[config.mk]
export PLATFORM = sky130hd
export DESIGN_NAME = player_input_bank
export DESIGN_NICKNAME = d
export VERILOG_FILES = /design/src/rtl/player_input_bank.sv
export SDC_FILE = /design/constraint.sdc
export NUM_CORES = 1
export LEC_CHECK = 0
export CORE_ASPECT_RATIO = 0.9
export CORE_MARGIN = 2
export CORE_UTILIZATION = 54
export CTS_CLUSTER_DIAMETER = 50
export DETAILED_ROUTE_END_ITERATION = 7
export GPL_TIMING_DRIVEN = 0
export PLACE_DENSITY = 0.85
export SYNTH_ARGS = -nofsm -noshare
export SYNTH_HDL_FRONTEND = slang
export SYNTH_SLANG_ARGS = --single-unit
[constraint.sdc]
create_clock -name clk -period 4.95 [get_ports clk]
set_input_delay 0.495 -clock clk [delete_from_list [all_inputs] [get_ports clk]]
set_output_delay 0.495 -clock clk [all_outputs]
set_load 0.03 [all_outputs]
[src/rtl/player_input_bank.sv]
// player_input_bank: multi-channel player input front end.
// Each channel debounces raw quadrature inputs, decodes a step on every
// debounced A rising edge, and keeps a saturating paddle position plus
// its row bitmap. Channels share no state.
//
// Ports:
//   clk        system clock
//   reset      synchronous active-low reset (0 = reset)
//   enc_a      raw encoder A, one bit per channel
//   enc_b      raw encoder B, one bit per channel
//   width_sel  1 = wide paddle (PADDLE_W+2 rows) for that channel
//   paddle_o   paddle bitmaps, channel i at [i*ROWS +: ROWS]
//   pos_o      top row index per channel, channel i at [i*POSW +: POSW]
//   moved      one-cycle pulse when that channel's pos_o changed
//
// Optional feature: define PLAYER_INPUT_BANK_ACCEL_EN to make same-direction
// steps arriving within ACCEL_WINDOW cycles of each other move two rows.
module player_input_bank #(
  parameter int unsigned CHANNELS     = 2,
  parameter int unsigned HIST_LEN     = 16,
  parameter int unsigned ROWS         = 16,
  parameter int unsigned PADDLE_W     = 3,
  parameter int unsigned ACCEL_WINDOW = 64,
  localparam int unsigned POSW        = $clog2(ROWS)
) (
  input  logic                     clk,
  input  logic                     reset,
  input  logic [CHANNELS-1:0]      enc_a,
  input  logic [CHANNELS-1:0]      enc_b,
  input  logic [CHANNELS-1:0]      width_sel,
  output logic [CHANNELS*ROWS-1:0] paddle_o,
  output logic [CHANNELS*POSW-1:0] pos_o,
  output logic [CHANNELS-1:0]      moved
);

  localparam int unsigned     W_WIDE  = PADDLE_W + 2;
  localparam logic [POSW-1:0] LIM_N   = POSW'(ROWS - PADDLE_W);
  localparam logic [POSW-1:0] LIM_W   = POSW'(ROWS - W_WIDE);
  localparam logic [POSW-1:0] RST_POS = POSW'((ROWS - PADDLE_W) / 2);
  localparam logic [ROWS-1:0] MASK_N  = {ROWS{1'b1}} >> (ROWS - PADDLE_W);
  localparam logic [ROWS-1:0] MASK_W  = {ROWS{1'b1}} >> (ROWS - W_WIDE);
  localparam logic [ROWS-1:0] RST_MAP = MASK_N << RST_POS;

  // Reject geometries the position arithmetic cannot represent.
  if (HIST_LEN < 2 || W_WIDE > ROWS || ACCEL_WINDOW == 0) begin : g_bad_cfg
    $error("player_input_bank: invalid parameter set");
  end

  for (genvar c = 0; c < CHANNELS; c++) begin : g_ch
    logic [HIST_LEN-1:0] hist_a_q, hist_b_q;
    logic                lvl_a_q, lvl_a_d, lvl_b_q, lvl_b_d;
    logic                lvl_a_dly_q;
    logic                step_q, step_d;
    logic                dir_up_q;
    logic [POSW-1:0]     pos_q, pos_d, lim, base, amt;
    logic [ROWS-1:0]     map_q, map_d;
    logic                moved_q, moved_d;

    // Debounce uses the pre-edge history; step fires one cycle after the
    // debounced A rise, position follows one cycle later.
    always_comb begin
      lvl_a_d = lvl_a_q;
      lvl_b_d = lvl_b_q;
      if (&hist_a_q)       lvl_a_d = 1'b1;
      else if (~|hist_a_q) lvl_a_d = 1'b0;
      if (&hist_b_q)       lvl_b_d = 1'b1;
      else if (~|hist_b_q) lvl_b_d = 1'b0;
      step_d = lvl_a_q & ~lvl_a_dly_q;
    end

    // Clamp to the current width first, then apply any step with saturation.
    always_comb begin
      lim   = width_sel[c] ? LIM_W : LIM_N;
      base  = (pos_q > lim) ? lim : pos_q;
      pos_d = base;
      if (step_q) begin
        if (dir_up_q) pos_d = (base >= amt) ? base - amt : '0;
        else          pos_d = ((lim - base) >= amt) ? base + amt : lim;
      end
      moved_d = (pos_d != pos_q);
      map_d   = (width_sel[c] ? MASK_W : MASK_N) << pos_d;
    end

`ifdef PLAYER_INPUT_BANK_ACCEL_EN
    localparam int unsigned CNTW = $clog2(ACCEL_WINDOW + 1);
    // cnt_q == 0 means no step seen since reset; otherwise it holds the
    // cycles elapsed since the last step, saturating at ACCEL_WINDOW.
    logic [CNTW-1:0] cnt_q, cnt_d;
    logic            last_up_q;

    always_comb begin
      amt   = POSW'(1);
      cnt_d = cnt_q;
      if (step_q && cnt_q != '0 && cnt_q < CNTW'(ACCEL_WINDOW) &&
          last_up_q == dir_up_q)
        amt = POSW'(2);
      if (step_q)
        cnt_d = CNTW'(1);
      else if (cnt_q != '0 && cnt_q < CNTW'(ACCEL_WINDOW))
        cnt_d = cnt_q + CNTW'(1);
    end

    always_ff @(posedge clk) begin
      if (!reset) begin
        cnt_q     <= '0;
        last_up_q <= 1'b0;
      end else begin
        cnt_q <= cnt_d;
        if (step_q) last_up_q <= dir_up_q;
      end
    end
`else
    assign amt = POSW'(1);
`endif

    always_ff @(posedge clk) begin
      if (!reset) begin
        hist_a_q    <= '0;
        hist_b_q    <= '0;
        lvl_a_q     <= 1'b0;
        lvl_b_q     <= 1'b0;
        lvl_a_dly_q <= 1'b0;
        step_q      <= 1'b0;
        dir_up_q    <= 1'b0;
        pos_q       <= RST_POS;
        map_q       <= RST_MAP;
        moved_q     <= 1'b0;
      end else begin
        hist_a_q    <= {hist_a_q[HIST_LEN-2:0], enc_a[c]};
        hist_b_q    <= {hist_b_q[HIST_LEN-2:0], enc_b[c]};
        lvl_a_q     <= lvl_a_d;
        lvl_b_q     <= lvl_b_d;
        lvl_a_dly_q <= lvl_a_q;
        step_q      <= step_d;
        dir_up_q    <= lvl_b_q;
        pos_q       <= pos_d;
        map_q       <= map_d;
        moved_q     <= moved_d;
      end
    end

    assign paddle_o[c*ROWS +: ROWS] = map_q;
    assign pos_o[c*POSW +: POSW]    = pos_q;
    assign moved[c]                 = moved_q;
  end

endmodule

==> impl_metrics.yaml <==
run_status:
  outcome: "complete, no violations"
finish:
  final_nets: 608
  drive_gt1_frac: 0.108
  stdcell_area_um2: 6170
  area_growth_pct: 26.5
  antenna_cells: 0
routing:
  wl_per_cell_um: 16.3
  drc: 0
  viasPerCell: 5.95
  drt_wl_total_um: 11600
  vias: 4247
  ant_nets: 0
  drtPass1Iterations: 5
  dr.first_iter.drc_count: 239
die:
  die_w_um: 104
  initial_core_util: 0.561
  ioPinCount: 50
  dieArea_um2: 9810
  die_height_um: 94.2
  core_um2: 8690
  row_count: 32
clocking:
  cts_buffers: 17
  ctsLongestPathBuffers: 2
  clk_latency_ps: 520
  ctsHoldBuffers: 0
  clk_pin_slew_worst_paths_ps: 50
  ctsRootBufferMaster: "clkbuf_8"
  htree_levels: 4
  cts_tree: "built"
  cts.sinks: 116
  postCtsSetupBuffers: 0
timing:
  fin_crit_ps: 4680
  drv_slew: 0
  setup-tns-final_ps: 0
  max_clock_freq_mhz: 214
  finalHoldViolCount: 0
  setup_viol: 0
  setup_ws_ps: 271
  skew_ps: 10.5
  maxSlewHeadroom: 0.636
  worstMarginPinSlew_ps: 546
  timing.final.crit_share: 0.945
global_routing:
  overflow: 0
  grt_first_pass_wirelength_um: 19600
  track_usage: 0.250
  first_global_vias: 4047
  grt_max_degree: 17
  antenna_found_initial: 0
worst_setup_path:
  startpoint_type: "input pin"
  cp.required_ps: 5350
  cp-end-kind: "flop"
  r2r-start: "g_ch[1].pos_q[2]"
  reg2reg_to: "g_ch[1].map_q[0]"
  rrSetupSlack_ps: 410
  worstSetupStartpoint: "width_sel[1]"
  crit_type: "in -> reg"
  r2r_cells: 17
  arrival_ps: 5070
  cp_max_fo: 10
logic_synthesis:
  yosysTopAreaCell: "dfxtp_1"
  syn-num-nets: 541
  synth_cell_type_count: 73
  syn_inst: 517
  synthTopCellsByArea: "dfxtp_1, and2_1, ha_1"
  synth_top_area_frac: 0.476
  seq_area_frac_synth: 0.476
  yosysWarnings: 0
  synthesis.area_um2: 4880
  ys_ff_latch: 116
  synth_edf_count: 0
  synthArstFlopShare: 0
  synth.avg_cell_area_um2: 9.43
  ys.flop_type: "dfxtp_1"
place:
  io_buffers: 49
  placed_area_um2: 5520
  place_congestion: 0.922
  pre_cts_ws_ps: -490
  dp_hpwl_um: 7840
power:
  pwr-share-comb: 0.028
  ir_worst_vdd_mv: 0.266
  swShare: 0.195
  p_int_mw: 1.85
  finalPower_mw: 2.29
  power.switching_uw: 448
  power_density_nw_per_um2: 372
  clkPwrFrac: 0.559
  p_leak_nw: 2.47
  pwr-share-seq: 0.413
run:
  max_cap_viol_count: 0
min_path:
  min-delay-start: "g_ch[0].lvl_a_dly_q"
  whs_path_depth: 1
  min-delay-path-class: "reg -> reg"
  min_to: "g_ch[0].step_q"
## cells in the final DEF (no fill, tap or decap), drive strengths merged, types with 6 or more instances in the layout
cell and n:
clkbuf 39, a21o 6, nor4 24, nand4 20, o21ai 18, buf 12, clkdlybuf4s50 49, ha 16
mux2i 6, dfxtp 116, nand3 18, nor2 18, nand2 37, inv 20, and2 74, nor3 14
a21oi 14
## routing by layer
| metal | global-route usage | vias up | wire (um) |
|---|---|---|---|
| li1 | - | 1998 | - |
| met2 | 0.422 | 237 | 5530 |
| met5 | 0 | - | 0 |
| met4 | 0.0991 | 0 | 205 |
| met3 | 0.0569 | 29 | 913 |
| met1 | 0.311 | 1983 | 4990 |
## power by group through the flow
stage	Clock [mW]	Combinational [mW]	Sequential (mW)
finish	1.28	0.0653	0.946
global placement	0	0.0615	0.965
floorplan	0	0.0375	0.968
detailed placement	0	0.0635	0.966
global route	1.33	0.0721	0.947
CTS	1.30	0.0643	0.946
## final cells by class
cell class                 count  area [um^2]
inverter                      21         81.3
fill                         639         2520
buffer                        29          141
tap                          119          149
sequential                   116         2320
timing repair buffer          49          490
clock inverter                 8          148
clock buffer                  22          483
multi-input combinational    350         2350
## critical path, stage by stage
cell	delay, ps
clkdlybuf4s50_1	540
clkbuf_2	280
inv_1	190
ha_1	350
a21o_1	240
nand4_1	150
a21boi_1	410
inv_1	140
ha_1	200
inv_1	50
ha_1	180
nor3_1	70
o21ai_0	440
o22ai_1	130
a221oi_1	420
o21ai_2	210
buf_4	230
nor4_1	340
## worst max-delay path by stage
| stage | slack (ps) | end |
|---|---|---|
| after global routing | -30 | g_ch[1].map_q[11] |
| after global placement | -390 | g_ch[1].map_q[14] |
| after CTS | 110 | g_ch[0].map_q[13] |
| final | 270 | g_ch[1].map_q[0] |
| after floorplan | 810 | g_ch[0].map_q[9] |
| after detailed placement | -490 | g_ch[1].map_q[14] |
## synth_stat cells (6+ instances only)
| cell | number |
|---|---|
| nand2_1 | 36 |
| clkbuf_1 | 18 |
| dfxtp_1 | 116 |
| nor4_1 | 24 |
| mux2i_1 | 6 |
| ha_1 | 16 |
| nor2_1 | 18 |
| inv_1 | 19 |
| and2_1 | 74 |
| nor3_1 | 13 |
| nand3_1 | 17 |
| buf_2 | 7 |
| nand4_1 | 20 |
| o21ai_0 | 15 |
| a21oi_1 | 12 |
## flip-flops by register name, indices dropped and copies added (netlist names)
signal and flops:
g_ch.hist_b_q 32, g_ch.step_q 2, g_ch.lvl_a_q 2, g_ch.dir_up_q 2
g_ch.lvl_b_q 2, g_ch.map_q 32, g_ch.hist_a_q 32, g_ch.moved_q 2
g_ch.lvl_a_dly_q 2, g_ch.pos_q 8
## cells by family after synthesis
family                     Yosys count  synth area share
and+or+nand+nor                    225             0.260
AOI/OAI and AO/OA                   96             0.151
xor gates and xnor gates             6            0.0108
DFF                                116             0.476
muxes                                7            0.0146
adders and majority gates           16            0.0410
buffers and inverters               51            0.0462
## stage by stage
stage / hold WS, ps / util / std cells
final: 385 / 0.710 / 714
after floorplan: 367 / - / 517
after CTS: 383 / 0.708 / 715
after global routing: 393 / 0.710 / 714
after detailed placement: 376 / 0.635 / 685
after global placement: 371 / 0.635 / 685
## what timing repair did
action                     4_1_cts  5_1_grt
resized for setup                1        6
setup endpoints to repair        4       35
pin swaps                        0        0
Note: power is estimated with default switching activity, not from simulation.
